--- config.mk ---
export PLATFORM = sky130hd
export DESIGN_NAME = nn_output_sequencer
export DESIGN_NICKNAME = d
export VERILOG_FILES = /design/src/rtl/nn_output_sequencer.sv
export SDC_FILE = /design/constraint.sdc
export NUM_CORES = 1
export LEC_CHECK = 0
export BUFFER_PORTS_ARGS = -buffer_cell sky130_fd_sc_hd__buf_2
export CORE_ASPECT_RATIO = 0.75
export CORE_MARGIN = 2
export CORE_UTILIZATION = 43
export CTS_BUF_LIST = sky130_fd_sc_hd__clkbuf_16
export DETAILED_ROUTE_END_ITERATION = 7
export PLACE_DENSITY_LB_ADDON = 0.3
export SYNTH_ARGS = -nofsm -noshare
export SYNTH_HDL_FRONTEND = slang
export SYNTH_SLANG_ARGS = --single-unit
export TNS_END_PERCENT = 100
--- constraint.sdc ---
create_clock -name clk -period 2.1 [get_ports clk]
set_clock_uncertainty 0.05 [all_clocks]
set_input_delay 0.315 -clock clk [delete_from_list [all_inputs] [get_ports clk]]
set_output_delay 0.315 -clock clk [all_outputs]
set_load 0.01 [all_outputs]
--- src/rtl/nn_output_sequencer.sv ---
// -----------------------------------------------------------------------------
// nn_output_sequencer
//
// Drains one layer's activation outputs into the next stage once the
// activation modules have settled. The 16:1 output mux select is stepped from
// neuron 0 to neuron num_neurons-1. Each selected byte is written to the input
// FIFO for an intermediate layer, or to data memory for the last layer. The
// top-level NN controller gets a one-cycle done pulse when the layer is drained.
//
// Ports:
//   clk           in   system clock
//   reset         in   synchronous, active-high reset
//   start         in   one-cycle pulse: activation outputs valid, begin drain
//   num_neurons   in   active neurons this layer (clamped to N_MAX), latched on start
//   last_layer    in   1 = write to memory, 0 = write to input FIFO, latched on start
//   mem_base      in   memory base address for last-layer results, latched on start
//   sel           out  output-mux select (current neuron index)
//   mux_y         in   output-mux data, combinational from sel
//   fifo_full     in   input FIFO full (stalls an intermediate-layer drain)
//   fifo_wr_en    out  input FIFO write strobe
//   fifo_wr_data  out  input FIFO write data
//   mem_we        out  memory write enable
//   mem_addr      out  memory write address (base + index, wraps modulo 256)
//   mem_wdata     out  memory write data
//   busy          out  drain in progress
//   done          out  one-cycle pulse: layer drain complete
// -----------------------------------------------------------------------------
module nn_output_sequencer #(
    parameter int N_MAX  = 16,
    parameter int DATA_W = 8
) (
    input  logic              clk,
    input  logic              reset,
    input  logic              start,
    input  logic [4:0]        num_neurons,
    input  logic              last_layer,
    input  logic [7:0]        mem_base,
    output logic [3:0]        sel,
    input  logic [DATA_W-1:0] mux_y,
    input  logic              fifo_full,
    output logic              fifo_wr_en,
    output logic [DATA_W-1:0] fifo_wr_data,
    output logic              mem_we,
    output logic [7:0]        mem_addr,
    output logic [DATA_W-1:0] mem_wdata,
    output logic              busy,
    output logic              done
);

    typedef enum logic [1:0] {
        ST_IDLE  = 2'd0,
        ST_WRITE = 2'd1,
        ST_DONE  = 2'd2
    } state_t;

    // A layer can never drive more neurons than the mux has inputs.
    function automatic logic [4:0] clamp_count(input logic [4:0] n);
        if (n > 5'(N_MAX)) begin
            return 5'(N_MAX);
        end
        return n;
    endfunction

    state_t     state_q, state_d;
    logic [4:0] idx_q,   idx_d;
    logic [4:0] cnt_q,   cnt_d;
    logic       last_q,  last_d;
    logic [7:0] base_q,  base_d;

    logic in_write;
    logic write_fire;
    logic last_write;

    assign in_write = (state_q == ST_WRITE);

    // Memory never stalls; the FIFO path stalls while the FIFO is full.
    assign write_fire = in_write && (last_q || !fifo_full);
    assign last_write = (idx_q == (cnt_q - 5'd1));

    always_comb begin
        state_d = state_q;
        idx_d   = idx_q;
        cnt_d   = cnt_q;
        last_d  = last_q;
        base_d  = base_q;

        case (state_q)
            ST_IDLE: begin
                if (start) begin
                    if (num_neurons == 5'd0) begin
                        // Empty layer: report completion without any write.
                        state_d = ST_DONE;
                    end else begin
                        state_d = ST_WRITE;
                        cnt_d   = clamp_count(num_neurons);
                        last_d  = last_layer;
                        base_d  = mem_base;
                        idx_d   = 5'd0;
                    end
                end
            end

            ST_WRITE: begin
                if (write_fire) begin
                    if (last_write) begin
                        state_d = ST_DONE;
                        idx_d   = 5'd0;
                    end else begin
                        idx_d = idx_q + 5'd1;
                    end
                end
            end

            ST_DONE: begin
                state_d = ST_IDLE;
            end

            default: begin
                state_d = ST_IDLE;
            end
        endcase
    end

    always_ff @(posedge clk) begin
        if (reset) begin
            state_q <= ST_IDLE;
            idx_q   <= 5'd0;
            cnt_q   <= 5'd0;
            last_q  <= 1'b0;
            base_q  <= 8'd0;
        end else begin
            state_q <= state_d;
            idx_q   <= idx_d;
            cnt_q   <= cnt_d;
            last_q  <= last_d;
            base_q  <= base_d;
        end
    end

    // Strobes decode the registered state directly so the FIFO sees a write
    // on the same edge its full flag was evaluated against.
    assign sel          = idx_q[3:0];
    assign fifo_wr_en   = in_write && !last_q && !fifo_full;
    assign mem_we       = in_write && last_q;
    assign mem_addr     = base_q + {3'b000, idx_q};
    assign fifo_wr_data = mux_y;
    assign mem_wdata    = mux_y;
    assign busy         = in_write;
    assign done         = (state_q == ST_DONE);

endmodule

==> impl_summary.log, run 1 <==
INFO  metric run_status = finished with violations
INFO  metric violations = negative setup slack
INFO  metric yosysTopAreaCellShare = 0.292
INFO  metric firstDrtPassIters = 4
INFO  metric r2r_end = state_q[1]$_SDFFE_PP0P_
INFO  metric synth-main-ff-cell = dfxtp_1
INFO  metric worst-endpoint-arrival = 1.86 ns
INFO  metric worst_hold_start = mem_base[5]
INFO  metric cts_root_cell = clkbuf_16
INFO  metric max_clock_freq = 449 MHz
INFO  metric grt_pass1_wl = 4860 um
INFO  metric post_synth_mux_area_share = 0.0627
INFO  metric r2r_setup_slk = 0.19 ns
INFO  metric min_delay_path_depth = 3
INFO  metric worst_slew_margin = 0.690
INFO  metric core_region_area = 3240 um^2
INFO  metric synth_compound_area_frac = 0.139
INFO  metric routed-via-count = 1206
INFO  metric timing.critical_path.fanout_max = 2
INFO  metric synthXorXnorAreaFrac = 0.0609
INFO  metric crit_path_max_incr_delay = 0.35 ns
INFO  metric timing.final.setup_violations = 2
INFO  metric seq_area_frac_synth = 0.292
INFO  metric period_share = 1.06
INFO  metric worstSetupStartpointType = flop
INFO  metric p_switching = 251 uW
INFO  metric ant_nets = 0
INFO  metric clk-insertion-delay-late = 0.25 ns
INFO  metric antenna_found_initial = 0
INFO  metric netlist-cell-type-count = 37
INFO  metric numCtsBuffers = 3
INFO  metric maxSlewViolCount = 0
INFO  metric layout.cell_area.non_filler = 1690 um^2
INFO  metric post_synth_and_or_nand_nor_area_fraction = 0.220
INFO  metric intPower = 751 uW
INFO  metric first_global_vias = 1114
INFO  metric grt.total_usage = 0.165
INFO  metric power.density_cell_area = 594 nW/um^2
INFO  metric post-layout-total-power = 1000 uW
INFO  metric route.detailed.drc = 0
INFO  metric clkTransAtPathRegs = 0.06 ns
INFO  metric final-hold-violation-count = 0
INFO  metric drt_iter0_drc = 24
INFO  metric synth_top_area_cell = dfxtp_1
INFO  metric critical_path_class = reg -> out
INFO  metric peak_supply_drop = 0.446 mV
INFO  metric power.share.switching = 0.251
INFO  metric synth.avg_cell_area = 8.46 um^2
INFO  metric die_outline_area = 3830 um^2
INFO  metric floorplan.io_pins = 58
INFO  metric grt_setup_unrepaired = true
INFO  metric top_cell_by_count_worst_path = o21ai_2
INFO  metric dpl_cell_area = 1540 um^2
INFO  metric hold-path-endpoint = base_q[5]$_SDFFE_PP0P_
INFO  metric required = 1.74 ns
INFO  metric yosysWarningCount = 0
INFO  metric crit_path_top_delay_cell = dfxtp_2
INFO  metric syn-instance-count = 170
INFO  metric critical_path.cell_chain = ha_4, inv_2, fa_2, nor2b_2, o21ai_2, a21boi_2, o21ai_2, xnor2_1, buf_2
INFO  metric wl = 3050 um
INFO  metric remaining_global_route_overflow = 0
INFO  metric hold_fix_buffer_count_after_cts = 0
INFO  metric clock_power_share = 0.398
INFO  metric total_leakage_power = 0.000750 uW
INFO  metric layout.cells.most_common = buf_2
INFO  metric cp-end-kind = primary output
INFO  metric die_h = 54.1 um
INFO  metric reg2reg_from = cnt_q[0]$_SDFFE_PP0P_
INFO  metric htree_levels = 1
INFO  metric worstHoldPathType = in -> reg
INFO  metric postSynthRegisterBits = 21
INFO  metric seqPwrFrac = 0.433
INFO  metric total_nets_final = 226
INFO  metric synth_fp_nets = 204
INFO  metric clock_tree_from_tritoncts = built
INFO  metric cts.sinks = 21
INFO  metric floorplan.rows = 18
INFO  metric drive_above_1_share = 0.346
INFO  metric gpl_wtd_cong = 0.761
INFO  metric pin_count_of_the_biggest_net_entering_global_routing = 22
INFO  metric detail_route.vias_per_cell = 5.22
INFO  metric place_hpwl = 2330 um
INFO  metric clock_tree.buffer_depth = 2
INFO  metric synth_edf_count = 0
INFO  metric synth-adder-area-share = 0.0748
INFO  metric layout_common_cells = 33 x buf_2, 20 x nor2_1, 17 x dfxtp_1, 10 x inv_1
INFO  metric share_comb_of_total_power = 0.169
INFO  metric worst_slack = -0.129 ns
INFO  metric final.setup.tns = -0.130 ns
INFO  metric initial_utilization = 0.443
INFO  metric avgRoutedWirePerCell = 13.2 um
INFO  metric flow.area_growth_from_synthesis = 17.5%
INFO  metric netlist_top_cells_area = dfxtp_1 29%, buf_4 11%, mux2i_1 6.3%, ha_1 6.1%, nor2_1 5.2%
INFO  metric min_period = 2.23 ns
INFO  metric die_w = 70.8 um
INFO  metric port-buffer-count = 33
INFO  metric dominant_combinational_cell_family_by_area_after_synthesis = simple AND/OR/NAND/NOR gates
INFO  metric synth.cell_area = 1440 um^2
INFO  metric timing.max_cap.violations = 0
INFO  metric timing.reg2reg.worst_path_depth = 8
INFO  metric diodes = 0
INFO  metric worst_slew_pin_slew = 0.461 ns
INFO  metric synth-async-reset-ratio = 0
-- cells by family after synthesis --
kind of cell	after synthesis
multiplexers	9
buffers and inverters	36
AO/OA/AOI/OAI	27
XOR/XNOR	10
AND/OR/NAND/NOR	59
flip-flops	21
adder cells (fa/ha/maj)	8
-- per-stage QoR --
| stage | util | worst slack [ns] | hold WS, ns | instances |
|---|---|---|---|---|
| final | 0.521 | -0.129 | 0.241 | 231 |
| after CTS | 0.505 | -0.164 | 0.244 | 230 |
| after global placement | 0.475 | -0.00638 | 0.413 | 226 |
| after detailed placement | 0.475 | -0.0398 | 0.414 | 226 |
| after floorplan | - | 0.0416 | 0.398 | 170 |
| after global routing | 0.521 | -0.303 | 0.268 | 231 |
-- power groups by stage --
stage / sequential (uW) / clock (uW) / combinational, uW
after floorplan: 439 / 0 / 143
after global placement: 440 / 0 / 158
after detailed placement: 442 / 0 / 164
after CTS: 435 / 407 / 167
after global routing: 437 / 435 / 188
final: 434 / 399 / 169
-- worst max-delay path, delay by kind of cell, from the launching register on --
kind	cells	cell delay, ns
buffers and inverters	2	0.17
xor gates and xnor gates	1	0.14
adders and majority gates	2	0.48
DFF	1	0.35
and+or+nand+nor	1	0.13
AOI/OAI and AO/OA	3	0.35
-- synthesized netlist by cell type (all sizes together) (2+ instances only) --
cell type,number
o211ai,3
o311ai,2
a21oi,9
nor3b,6
dfxtp,21
nor2,20
xnor2,8
inv,11
or3b,3
mux2i,9
nand4,3
nand2b,4
clkbuf,3
nand3,6
o21ai,5
nor3,4
nor2b,3
ha,7
xor2,2
nand2,5
and2,2
buf,22
-- state kept, by name, indices dropped and copies added (netlist names) --
| signal | flops |
|---|---|
| base_q | 8 |
| cnt_q | 5 |
| idx_q | 5 |
| state_q | 2 |
| last_q | 1 |
-- layer usage --
metal	share of wire	GRT usage	routed length (um)
met1	0.46	0.193	1400
met2	0.46	0.291	1410
met3	0.058	0.0487	178
met4	0.021	0.0660	63
met5	0	0	0
-- final cells by class --
class                           count  area, um^2
Tap cell                           40        50.0
Clock inverter                      1        5.00
Fill cell                         339        1550
Inverter                           11        41.3
Timing Repair Buffer               42         233
Multi-Input combinational cell    113         855
Clock buffer                        3        75.1
Sequential cell                    21         430
-- worst max path at each step --
stage                           startpoint     endpoint  slack, ns  cells past startpoint
floorplan            idx_q[0]$_SDFFE_PP0P_  mem_addr[6]       0.04                      8
global placement    base_q[0]$_SDFFE_PP0P_  mem_addr[6]     -0.006                      9
detailed placement  base_q[0]$_SDFFE_PP0P_  mem_addr[6]      -0.04                      9
CTS                  idx_q[0]$_SDFFE_PP0P_  mem_addr[6]      -0.16                      9
global route         idx_q[0]$_SDFFE_PP0P_  mem_addr[6]      -0.30                      9
finish               idx_q[0]$_SDFFE_PP0P_  mem_addr[6]      -0.13                      9
-- repair_timing --
action,4_1_cts,5_1_grt
buffers inserted,0,1
setup endpoints to repair,4,4
pin swaps,4,7
gates resized for setup,8,13
hold endpoints to repair,0,0
Power figures use the tool's default switching activity.
==> run 2: changes to the inputs <==
Settings changed: MAX_ROUTING_LAYER set to met4, PLACE_DENSITY set to 0.75, PLACE_DENSITY_LB_ADDON 0.3 to unset.
==> run 2 against run 1 <==
  * The flow still finishes with violations (negative setup slack)
  * Combinational power about the same
  * Register-to-register slack about the same
  * Final cell count increased by 0.43%
  * Highest routed layer unchanged
==> impl_summary.log, run 2 (synthesized netlist as in run 1, its figures left out) <==
INFO  metric peak_supply_drop = 0.436 mV (-2.2%)
INFO  metric max_clock_freq = 451 MHz (+0.63%)
INFO  metric cts_root_cell = clkbuf_16
INFO  metric place_hpwl = 2150 um (-7.9%)
INFO  metric cts.sinks = 21 (unchanged)
INFO  metric first_global_vias = 1050 (-5.7%)
INFO  metric die_w = 70.8 um (unchanged)
INFO  metric largest_register_ffs = 8 (unchanged)
INFO  metric violations = negative setup slack
INFO  metric clock_tree.buffer_depth = 2 (unchanged)
INFO  metric worstSetupStartpointType = flop
INFO  metric hold_fix_buffer_count_after_cts = 0 (unchanged)
INFO  metric wl = 3060 um (+0.36%)
INFO  metric antenna_found_initial = 0 (unchanged)
INFO  metric layout.cells.most_common = buf_2
INFO  metric worstHoldPathType = in -> reg
INFO  metric layout.cell_area.non_filler = 1700 um^2 (+0.67%)
INFO  metric final-hold-violation-count = 0 (unchanged)
INFO  metric required = 1.74 ns (about the same)
INFO  metric firstDrtPassIters = 4 (unchanged)
INFO  metric clock_power_share = 0.392 (-0.006)
INFO  metric die_outline_area = 3830 um^2 (unchanged)
INFO  metric timing.max_cap.violations = 0 (unchanged)
INFO  metric die_h = 54.1 um (unchanged)
INFO  metric max_flop_register = base_q
INFO  metric run_status = finished with violations
INFO  metric timing.critical_path.fanout_max = 2 (unchanged)
INFO  metric crit_path_top_delay_cell = dfxtp_2
INFO  metric drt_iter0_drc = 35 (+46%)
INFO  metric grt_setup_unrepaired = true
INFO  metric layout_common_cells = 33 x buf_2, 19 x nor2_1, 17 x dfxtp_1, 11 x inv_1, 10 x buf_4
INFO  metric share_comb_of_total_power = 0.170 (about the same)
INFO  metric total_nets_final = 227 (+0.44%)
INFO  metric floorplan.rows = 18 (unchanged)
INFO  metric critical_path_class = reg -> out
INFO  metric intPower = 749 uW (-0.34%)
INFO  metric core_region_area = 3240 um^2 (unchanged)
INFO  metric crit_path_max_incr_delay = 0.35 ns (about the same)
INFO  metric avgRoutedWirePerCell = 13.2 um (about the same)
INFO  metric worst_slew_margin = 0.718 (+0.0289)
INFO  metric worst_slew_pin_slew = 0.418 ns (-0.0429 ns)
INFO  metric timing.final.setup_violations = 2 (unchanged)
INFO  metric critical_path.cell_chain = ha_4, inv_2, fa_2, nor2b_2, o21ai_2, a21boi_2, o21ai_2, xnor2_1, buf_2
INFO  metric post-layout-total-power = 993 uW (-0.96%)
INFO  metric final.setup.tns = -0.153 ns (-0.0230 ns)
INFO  metric final_core_utilization = 0.524 (+0.00347)
INFO  metric ant_nets = 0 (unchanged)
INFO  metric total_leakage_power = 0.000754 uW (+0.43%)
INFO  metric clk-insertion-delay-late = 0.25 ns (about the same)
INFO  metric largest_registers = base_q (8), cnt_q (5), idx_q (5)
INFO  metric power.density_cell_area = 584 nW/um^2 (-1.6%)
INFO  metric flow.area_growth_from_synthesis = 18.3%
INFO  metric worst_slack = -0.115 ns (+0.0139 ns)
INFO  metric dp_slack = -0.0363 ns (+0.00343 ns)
INFO  metric clkTransAtPathRegs = 0.06 ns (about the same)
INFO  metric remaining_global_route_overflow = 0 (unchanged)
INFO  metric top_cell_by_count_worst_path = o21ai_2
INFO  metric routed-via-count = 1184 (-1.8%)
INFO  metric grt.total_usage = 0.164 (-0.00172)
INFO  metric detail_route.vias_per_cell = 5.10 (-2.2%)
INFO  metric pin_count_of_the_biggest_net_entering_global_routing = 22 (unchanged)
INFO  metric power.share.switching = 0.246 (-0.00471)
INFO  metric dpl_cell_area = 1550 um^2 (+0.49%)
INFO  metric min_period = 2.21 ns (-0.0139 ns)
INFO  metric worst-endpoint-arrival = 1.85 ns (about the same)
INFO  metric seqPwrFrac = 0.438 (+0.005)
INFO  metric htree_levels = 1 (unchanged)
INFO  metric cp-end-kind = primary output
INFO  metric period_share = 1.05 (-0.00661)
INFO  metric maxSlewViolCount = 0 (unchanged)
INFO  metric clock_tree_from_tritoncts = built
INFO  metric drive_above_1_share = 0.349 (+0.00341)
INFO  metric gpl_wtd_cong = 0.756 (-0.67%)
INFO  metric route.detailed.drc = 0 (unchanged)
INFO  metric grt_pass1_wl = 4790 um (-1.4%)
INFO  metric diodes = 0 (unchanged)
INFO  metric numCtsBuffers = 3 (unchanged)
INFO  metric floorplan.io_pins = 58 (unchanged)
INFO  metric initial_utilization = 0.443 (unchanged)
INFO  metric p_switching = 244 uW (-2.8%)
INFO  metric port-buffer-count = 33 (unchanged)
[run 2: power by group through the flow]
| stage | sequential [uW] | combinational [uW] | clock (uW) |
|---|---|---|---|
| 6_report | 435 | 169 | 389 |
| 3_5_place_dp | 442 | 163 | 0 |
| 4_1_cts | 435 | 166 | 397 |
| 3_3_place_gp | 441 | 162 | 0 |
| 2_1_floorplan | 439 | 143 | 0 |
| 5_1_grt | 437 | 189 | 416 |
[run 2: worst max-delay path, delay by kind of cell, from the launching register on]
kind,cells,cell delay [ns]
compound gates,3,0.33
xor+xnor,1,0.15
fa+ha+maj,2,0.48
buf+inv,2,0.17
flops,1,0.35
simple gates,1,0.12
[run 2: repair_timing]
item,CTS,global route
gates resized for setup,9,13
pin swaps,6,9
setup buffers,1,2
cloned,0,0
setup endpoints to repair,4,5
[run 2: layout make-up]
type	count	area (um^2)
clock buffers	3	75.1
clock inverters	1	3.75
fillers	323	1540
inverters	11	41.3
multi-input cells	113	860
flip-flops and latches	21	430
well taps	40	50.0
repair buffers	43	240
[run 2: stage by stage]
step	hold WS (ns)	cells
after floorplan	0.398	170
after global placement	0.408	227
after detailed placement	0.418	227
after CTS	0.244	231
after global routing	0.263	232
final	0.243	232
[run 2: final timing paths]
path | end | cells after the start | slack [ns] | startpoint
worst max-delay path | mem_addr[6] | 9 | -0.11 | base_q[0]$_SDFFE_PP0P_
worst min-delay path | base_q[6]$_SDFFE_PP0P_ | 3 | 0.24 | mem_base[6]
worst min register to register | cnt_q[4]$_SDFFE_PP0P_ | 2 | 0.42 | cnt_q[4]$_SDFFE_PP0P_
worst max register to register | idx_q[3]$_SDFFE_PP0P_ | 8 | 0.19 | cnt_q[0]$_SDFFE_PP0P_
[run 2: layer usage]
layer	wire, um	global-route usage	vias up
met3	154	0.0431	2
li1	-	-	612
met5	0	-	-
met1	1480	0.212	546
met2	1420	0.271	24
met4	6	0.0126	0
